`config.mk`:
```
export PLATFORM = sky130hd
export DESIGN_NAME = gearbox_down_axis
export DESIGN_NICKNAME = d
export VERILOG_FILES = /design/src/rtl/gearbox_down_axis.sv
export SDC_FILE = /design/constraint.sdc
export NUM_CORES = 1
export LEC_CHECK = 0
export CORE_MARGIN = 8
export CORE_UTILIZATION = 38
export CTS_BUF_LIST = sky130_fd_sc_hd__clkbuf_16
export CTS_CLUSTER_SIZE = 28
export DETAILED_ROUTE_END_ITERATION = 8
export PLACE_DENSITY = 0.68
export SKIP_CTS_REPAIR_TIMING = 1
export SLEW_MARGIN = 30
export SYNTH_ARGS = -nofsm -noshare
export SYNTH_HDL_FRONTEND = slang
export SYNTH_SLANG_ARGS = --single-unit
```
`constraint.sdc`:
```
create_clock -name clk -period 3.9 [get_ports clk]
set_clock_uncertainty 0.05 [all_clocks]
set_input_delay 0.975 -clock clk [delete_from_list [all_inputs] [get_ports clk]]
set_output_delay 0.975 -clock clk [all_outputs]
set_load 0.01 [all_outputs]
```
`src/rtl/gearbox_down_axis.sv`:
```
// gearbox_down_axis: wide-to-narrow AXI-Stream width converter.
// Holds one IN_W word and emits it as R = IN_W/OUT_W registered beats.
// Trailing all-zero-keep beats of a TLAST word are trimmed.
module gearbox_down_axis #(
    parameter int IN_W      = 128,
    parameter int OUT_W     = 32,
    parameter bit MSB_FIRST = 1'b1
) (
    input  logic                 clk,
    input  logic                 rst_n,
    input  logic [IN_W-1:0]      s_data,
    input  logic [IN_W/8-1:0]    s_keep,
    input  logic                 s_last,
    input  logic                 s_valid,
    output logic                 s_ready,
    output logic [OUT_W-1:0]     m_data,
    output logic [OUT_W/8-1:0]   m_keep,
    output logic                 m_last,
    output logic                 m_valid,
    input  logic                 m_ready
);

    localparam int R   = IN_W / OUT_W;
    localparam int KW  = IN_W / 8;
    localparam int OKW = OUT_W / 8;
    localparam int CW  = (R > 2) ? $clog2(R) : 1;

    if ((IN_W % OUT_W) != 0 || (OUT_W % 8) != 0 || R < 2) begin : g_param_check
        $fatal(1, "gearbox_down_axis: IN_W must be a multiple of OUT_W, OUT_W a multiple of 8, ratio >= 2");
    end

    typedef enum logic {IDLE = 1'b0, SHIFT = 1'b1} state_t;

    state_t            state_q;
    state_t            state_d;
    logic [IN_W-1:0]   word_p0;
    logic [KW-1:0]     keep_p0;
    logic              last_p0;
    logic [CW-1:0]     cnt_p0;
    logic [CW-1:0]     fin_p0;
    logic [CW-1:0]     cnt_nx;
    logic [CW-1:0]     fin_new;
    logic              beat_done;
    logic              load;
    logic              adv;

    // Beat n of a data word, in the selected word order.
    function automatic logic [OUT_W-1:0] data_slice(input logic [IN_W-1:0] w,
                                                    input logic [CW-1:0]   n);
        if (MSB_FIRST)
            data_slice = w[IN_W-1-int'(n)*OUT_W -: OUT_W];
        else
            data_slice = w[int'(n)*OUT_W +: OUT_W];
    endfunction

    // Byte-enable slice that travels with beat n.
    function automatic logic [OKW-1:0] keep_slice(input logic [KW-1:0] k,
                                                  input logic [CW-1:0] n);
        if (MSB_FIRST)
            keep_slice = k[KW-1-int'(n)*OKW -: OKW];
        else
            keep_slice = k[int'(n)*OKW +: OKW];
    endfunction

    // Index of the last beat to emit: all beats for a non-final word,
    // otherwise the last beat carrying any enabled byte (0 if none do).
    function automatic logic [CW-1:0] final_beat(input logic [KW-1:0] k,
                                                 input logic          last);
        logic [CW-1:0] f;
        f = last ? '0 : CW'(R - 1);
        if (last) begin
            for (int i = 0; i < R; i++) begin
                if (keep_slice(k, CW'(i)) != '0) f = CW'(i);
            end
        end
        return f;
    endfunction

    assign beat_done = (cnt_p0 == fin_p0);
    assign cnt_nx    = cnt_p0 + 1'b1;
    assign fin_new   = final_beat(s_keep, s_last);
    assign m_valid   = (state_q == SHIFT);

    // State register.
    always_ff @(posedge clk or negedge rst_n) begin
        if (!rst_n) state_q <= IDLE;
        else        state_q <= state_d;
    end

    // Next state: leave SHIFT only when the final beat drains with no word waiting.
    always_comb begin
        state_d = state_q;
        case (state_q)
            IDLE:    if (s_valid) state_d = SHIFT;
            SHIFT:   if (m_ready && beat_done && !s_valid) state_d = IDLE;
            default: state_d = IDLE;
        endcase
    end

    // Handshake decode: accept a new word when empty or as the final beat leaves.
    always_comb begin
        s_ready = 1'b0;
        adv     = 1'b0;
        case (state_q)
            IDLE:  s_ready = 1'b1;
            SHIFT: begin
                s_ready = m_ready && beat_done;
                adv     = m_ready && !beat_done;
            end
            default: s_ready = 1'b0;
        endcase
        load = s_valid && s_ready;
    end

    // Holding register and registered output beat.
    always_ff @(posedge clk or negedge rst_n) begin
        if (!rst_n) begin
            word_p0 <= '0;
            keep_p0 <= '0;
            last_p0 <= 1'b0;
            cnt_p0  <= '0;
            fin_p0  <= '0;
            m_data  <= '0;
            m_keep  <= '0;
            m_last  <= 1'b0;
        end else if (load) begin
            word_p0 <= s_data;
            keep_p0 <= s_keep;
            last_p0 <= s_last;
            cnt_p0  <= '0;
            fin_p0  <= fin_new;
            m_data  <= data_slice(s_data, '0);
            m_keep  <= keep_slice(s_keep, '0);
            m_last  <= s_last && (fin_new == '0);
        end else if (adv) begin
            cnt_p0  <= cnt_nx;
            m_data  <= data_slice(word_p0, cnt_nx);
            m_keep  <= keep_slice(keep_p0, cnt_nx);
            m_last  <= last_p0 && (cnt_nx == fin_p0);
        end
    end

endmodule

```
# After elaboration in Yosys (flattened, before gate mapping)
# Cells that the tools add are included.
[word_totals] regBits=187 inputBits=149 out_inout_bits=39
[classes] n_addsub=3 n_eq_ne=2 shift=2 n_mux=23 n_bitwise=1 n_reduce_logical=14
[op_table] op="$shiftx A159 B8 Y32" count=1
[op_table] op="$mux W32" count=2
[op_table] op="$mux W4" count=6
[op_table] op="$shiftx A19 B5 Y4" count=1
[op_table] op="$mux W2" count=8
[op_table] op="$reduce_bool A4 Y1" count=4
[op_table] op="$sub A7 B7 Y8 const A" count=1
[op_table] op="$logic_and A1 B1 Y1" count=6
[op_table] op="$mux W1" count=5
[op_table] op="$sub A4 B4 Y5 const A" count=1
[op_table] op="$eq A2 B2 Y1" count=2
[op_table] op="$pmux W1 S2" count=2
[op_table] op="$add A2 B1 Y2 const B" count=1
[op_table] op="$logic_not A1 Y1" count=2
[op_table] op="$logic_not A2 Y1" count=1
[op_table] op="$reduce_bool A2 Y1" count=1
[op_table] op="$not A1 Y1" count=1

# Depth between registers and ports, before layout
[logic_depth] depth_word=10 depth_mapped=8 ltp_nobuf=4

# Worst setup path before layout
# Ideal clock, no wire load.
[synth_timing] path_type="register to output" from="register cnt_p0[1]" to="output port s_ready" t_arrival_ns=1.252 required_time_ns=2.875 path_slack_ns=1.623 stages_incl_launch_ff=7 n_path_buf=2 cell_sequence="dfrtp_1 > buf_4 > buf_4 > xor2_1 > nor2_1 > nand2_1 > nand2_1"
[synth_between] elab_chain_cells=3
[synth_rtl] item="start: declaration" line="39" source="logic [CW-1:0] cnt_p0;"
[synth_rtl] item="start signal: assignment" line="136" source="cnt_p0 <= cnt_nx;"
[synth_rtl] item="$eq A2 B2 Y1" line="79" source="assign beat_done = (cnt_p0 == fin_p0);"
[synth_rtl] item="$logic_and A1 B1 Y1" line="107" source="s_ready = m_ready && beat_done;"
[synth_rtl] item="$pmux W1 S2" line="104" source="case (state_q)"
[synth_rtl] item="end: declaration" line="15" source="output logic s_ready,"
# No other way between the ends.

# Final worst setup path
# Same ends and word-level chain as after synthesis.

==> impl_metrics.tcl <==
set metrics [dict create \
    crit_family "flip-flops" \
    routed_via_density 4.90 \
    clock_latency_ns 0.43 \
    final_area_um2 11100 \
    crit_fanout 14 \
    vdd_drop_max_mv 0.338 \
    placed_cell_area_um2 10500 \
    crit_top_cell "nand2_1" \
    p_clk_share_pct 19.6 \
    p_sw_mw 3.37 \
    cts_max_path_buffers 2 \
    fillers 1987 \
    tightest_slew_ns 0.671 \
    grtUsageMet1_pct 22.3 \
    tns_ns 0 \
    grt_pass1_wl_um 36000 \
    cp_slowest_cell "dfrtp_4" \
    overflow 0 \
    row_count 54 \
    netlist_instances 850 \
    remaining_drc_errors 0 \
    io_pins 188 \
    yosysWarnings 0 \
    top_usage_layer "met2" \
    met3_usage_pct 4.96 \
    power_leakage_nw 5.24 \
    hpwl_um 14900 \
    clkTransAtPathRegs_ns 0.07 \
    via_count 6446 \
    critPathLaunchType "flip-flop" \
    cts_max_level 4 \
    crit_type "flip-flop to primary output" \
    drtIter0Drc 379 \
    startpoint "cnt_p0[1]" \
    place_congestion 0.765 \
    yosysSeqAreaShare_pct 56.0 \
    cap_violations 0 \
    relSlewSlack_pct 55.3 \
    fin_nets 1169 \
    avgSynthCellArea_um2 9.82 \
    path_buf_inv 1 \
    sequentialPowerShare_pct 37.6 \
    power.density_nw_per_um2 818 \
    status "complete, no violations" \
    cts_sinks 187 \
    r2r_start "cnt_p0[1]" \
    wl_per_cell_um 16.8 \
    core-area_um2 21700 \
    die-area_um2 27000 \
    critPathCapture "s_ready" \
    r2r_slack_ns 1.02 \
    required_ns 2.87 \
    crit_path_end_kind "primary output" \
    synth-main-ff-cell "dfrtp_1" \
    hold_viol 0 \
    fp.dieW_um 164 \
    grt_antenna_before_repair 4 \
    firstDrtPassIters 5 \
    die_h_um 164 \
    min_path_type "flip-flop to flip-flop" \
    grt_util_all_layers_pct 16.9 \
    fmax_mhz 295 \
    totalWireLength_um 22000 \
    reg2reg_depth 7 \
    rsz0062_at_grt "no" \
    intPower_mw 5.73 \
    drtAntennaViolNets 0 \
    grt_max_degree 89 \
    syn-num-nets 999 \
    cp_slowest_stage_delay_ns 0.62 \
    cts_root_buf "clkbuf_16" \
    drv_slew 0 \
    arrival_ns 2.37 \
    cp.depth 5 \
    ys_types 42 \
    sw_frac_of_total_pct 37.1 \
    io_buffers 187 \
    cts_tree "done" \
    syn_to_final_growth_pct 33.2 \
    synth_seq_cells 187 \
    setup_viol 0 \
    r2r_end "m_data[24]" \
    drive_gt1_share_pct 9.29 \
    grtUsageMet2_pct 26.6 \
    netlist_area_um2 8350 \
    min_period_ns 3.39 \
    initial_utilization_pct 38.5 \
    synth_edf_count 0 \
    cts_buffers 17 \
    period_share_pct 86.9 \
    async_reset_ff_share_pct 100 \
    p_comb_share_pct 42.8 \
    crit_chain "xor2_1 > nor2_1 > nand2_1 > nand2_1 > clkdlybuf4s50_1" \
    grt_pass1_vias 6878 \
]
-- per-stage QoR --
stage	utilization [%]	total power [mW]	hold slack, ns	instances	setup WS [ns]
after floorplan	-	6.02	0.390	850	1.62
after global placement	48.5	7.29	0.403	1281	0.607
after detailed placement	48.5	7.42	0.407	1281	0.596
after CTS	51.3	9.25	0.426	1313	0.499
after global routing	51.3	9.83	0.444	1315	0.387
final	51.3	9.10	0.423	1315	0.510
-- worst reg2reg max path, delay by kind of cell, from the launching register on --
| family | cells | cell delay [ns] |
|---|---|---|
| AOI/OAI and AO/OA | 2 | 0.55 |
| buffers and inverters | 3 | 1.18 |
| and+or+nand+nor | 1 | 0.06 |
| DFF | 1 | 0.62 |
| xor gates and xnor gates | 1 | 0.31 |
-- power by group through the flow --
stage	Sequential [mW]	Combinational (mW)	Clock [mW]
after floorplan	3.35	2.67	0
after global placement	3.43	3.86	0
after detailed placement	3.46	3.97	0
after CTS	3.43	3.98	1.84
after global routing	3.54	4.37	1.92
final	3.42	3.89	1.78
-- placed cells by master (no fill, tap or decap), types with 6 or more instances in the layout --
| master | synthesis | layout |
|---|---|---|
| nand2_1 | 444 | 444 |
| o2bb2ai_1 | 7 | 7 |
| inv_1 | 7 | 7 |
| o21ai_0 | 27 | 27 |
| buf_4 | 14 | 9 |
| mux4_2 | 29 | 29 |
| buf_12 | 0 | 6 |
| nand2b_1 | 9 | 9 |
| o221a_2 | 8 | 8 |
| clkbuf_16 | 0 | 17 |
| dfrtp_1 | 187 | 185 |
| mux2i_1 | 24 | 24 |
| clkdlybuf4s50_1 | 0 | 186 |
-- registers in the layout, summed over array words and instances (netlist names) --
register	count
m_last	1
cnt_p0	2
word_p0	128
keep_p0	16
m_valid	1
fin_p0	2
m_data	32
m_keep	4
last_p0	1
-- cells in the mapped netlist, types with 2 or more instances --
library cell	count	area, um^2
nand2_1	444	1670
dfrtp_1	187	4680
buf_2	30	150
mux4_2	29	653
o21ai_0	27	135
mux2i_1	24	240
buf_4	14	105
nand2b_1	9	56.3
o221a_2	8	90.1
clkbuf_1	7	26.3
inv_1	7	26.3
o2bb2ai_1	7	61.3
nor2_1	5	18.8
a221o_1	4	40.0
a22o_1	4	35.0
a222oi_1	3	30.0
a22oi_1	3	22.5
a32oi_1	3	26.3
mux2_2	3	33.8
nor2b_1	3	18.8
nor4_1	3	18.8
a211oi_1	2	15.0
a21oi_2	2	17.5
nand4_1	2	12.5
xnor2_2	2	32.5
xor2_1	2	17.5
-- layout make-up --
cell class / count / area, um^2 / area share (%)
tap: 280 / 350 / 3.15
antenna: 2 / 5.00 / 0.0450
clock buffer: 17 / 425 / 3.82
multi-input combinational: 605 / 3390 / 30.5
sequential: 187 / 4680 / 42.1
clock inverter: 15 / 173 / 1.55
timing repair buffer: 202 / 2060 / 18.6
inverter: 7 / 26.3 / 0.236
-- logic make-up after synthesis --
logic type	synth area share, %
AOI/OAI and AO/OA	6.62
DFF	56.0
and+or+nand+nor	21.8
muxes	11.1
xor gates and xnor gates	0.704
buffers and inverters	3.69
-- worst min path at each step --
stage	startpoint	end	slack, ns	cells after the start
after floorplan	keep_p0[4]	keep_p0[4]	0.39	2
after global placement	word_p0[42]	word_p0[42]	0.40	2
after detailed placement	word_p0[59]	word_p0[59]	0.41	2
after CTS	word_p0[59]	word_p0[59]	0.43	2
after global routing	word_p0[121]	word_p0[121]	0.44	2
final	word_p0[61]	word_p0[61]	0.42	2
-- routing by layer --
metal	vias up	share of wire [%]
met1	3117	45
met2	163	47
met5	-	0.086
met4	4	1.7
met3	23	6.2
li1	3139	-
Note: power is estimated with default switching activity, not from simulation.
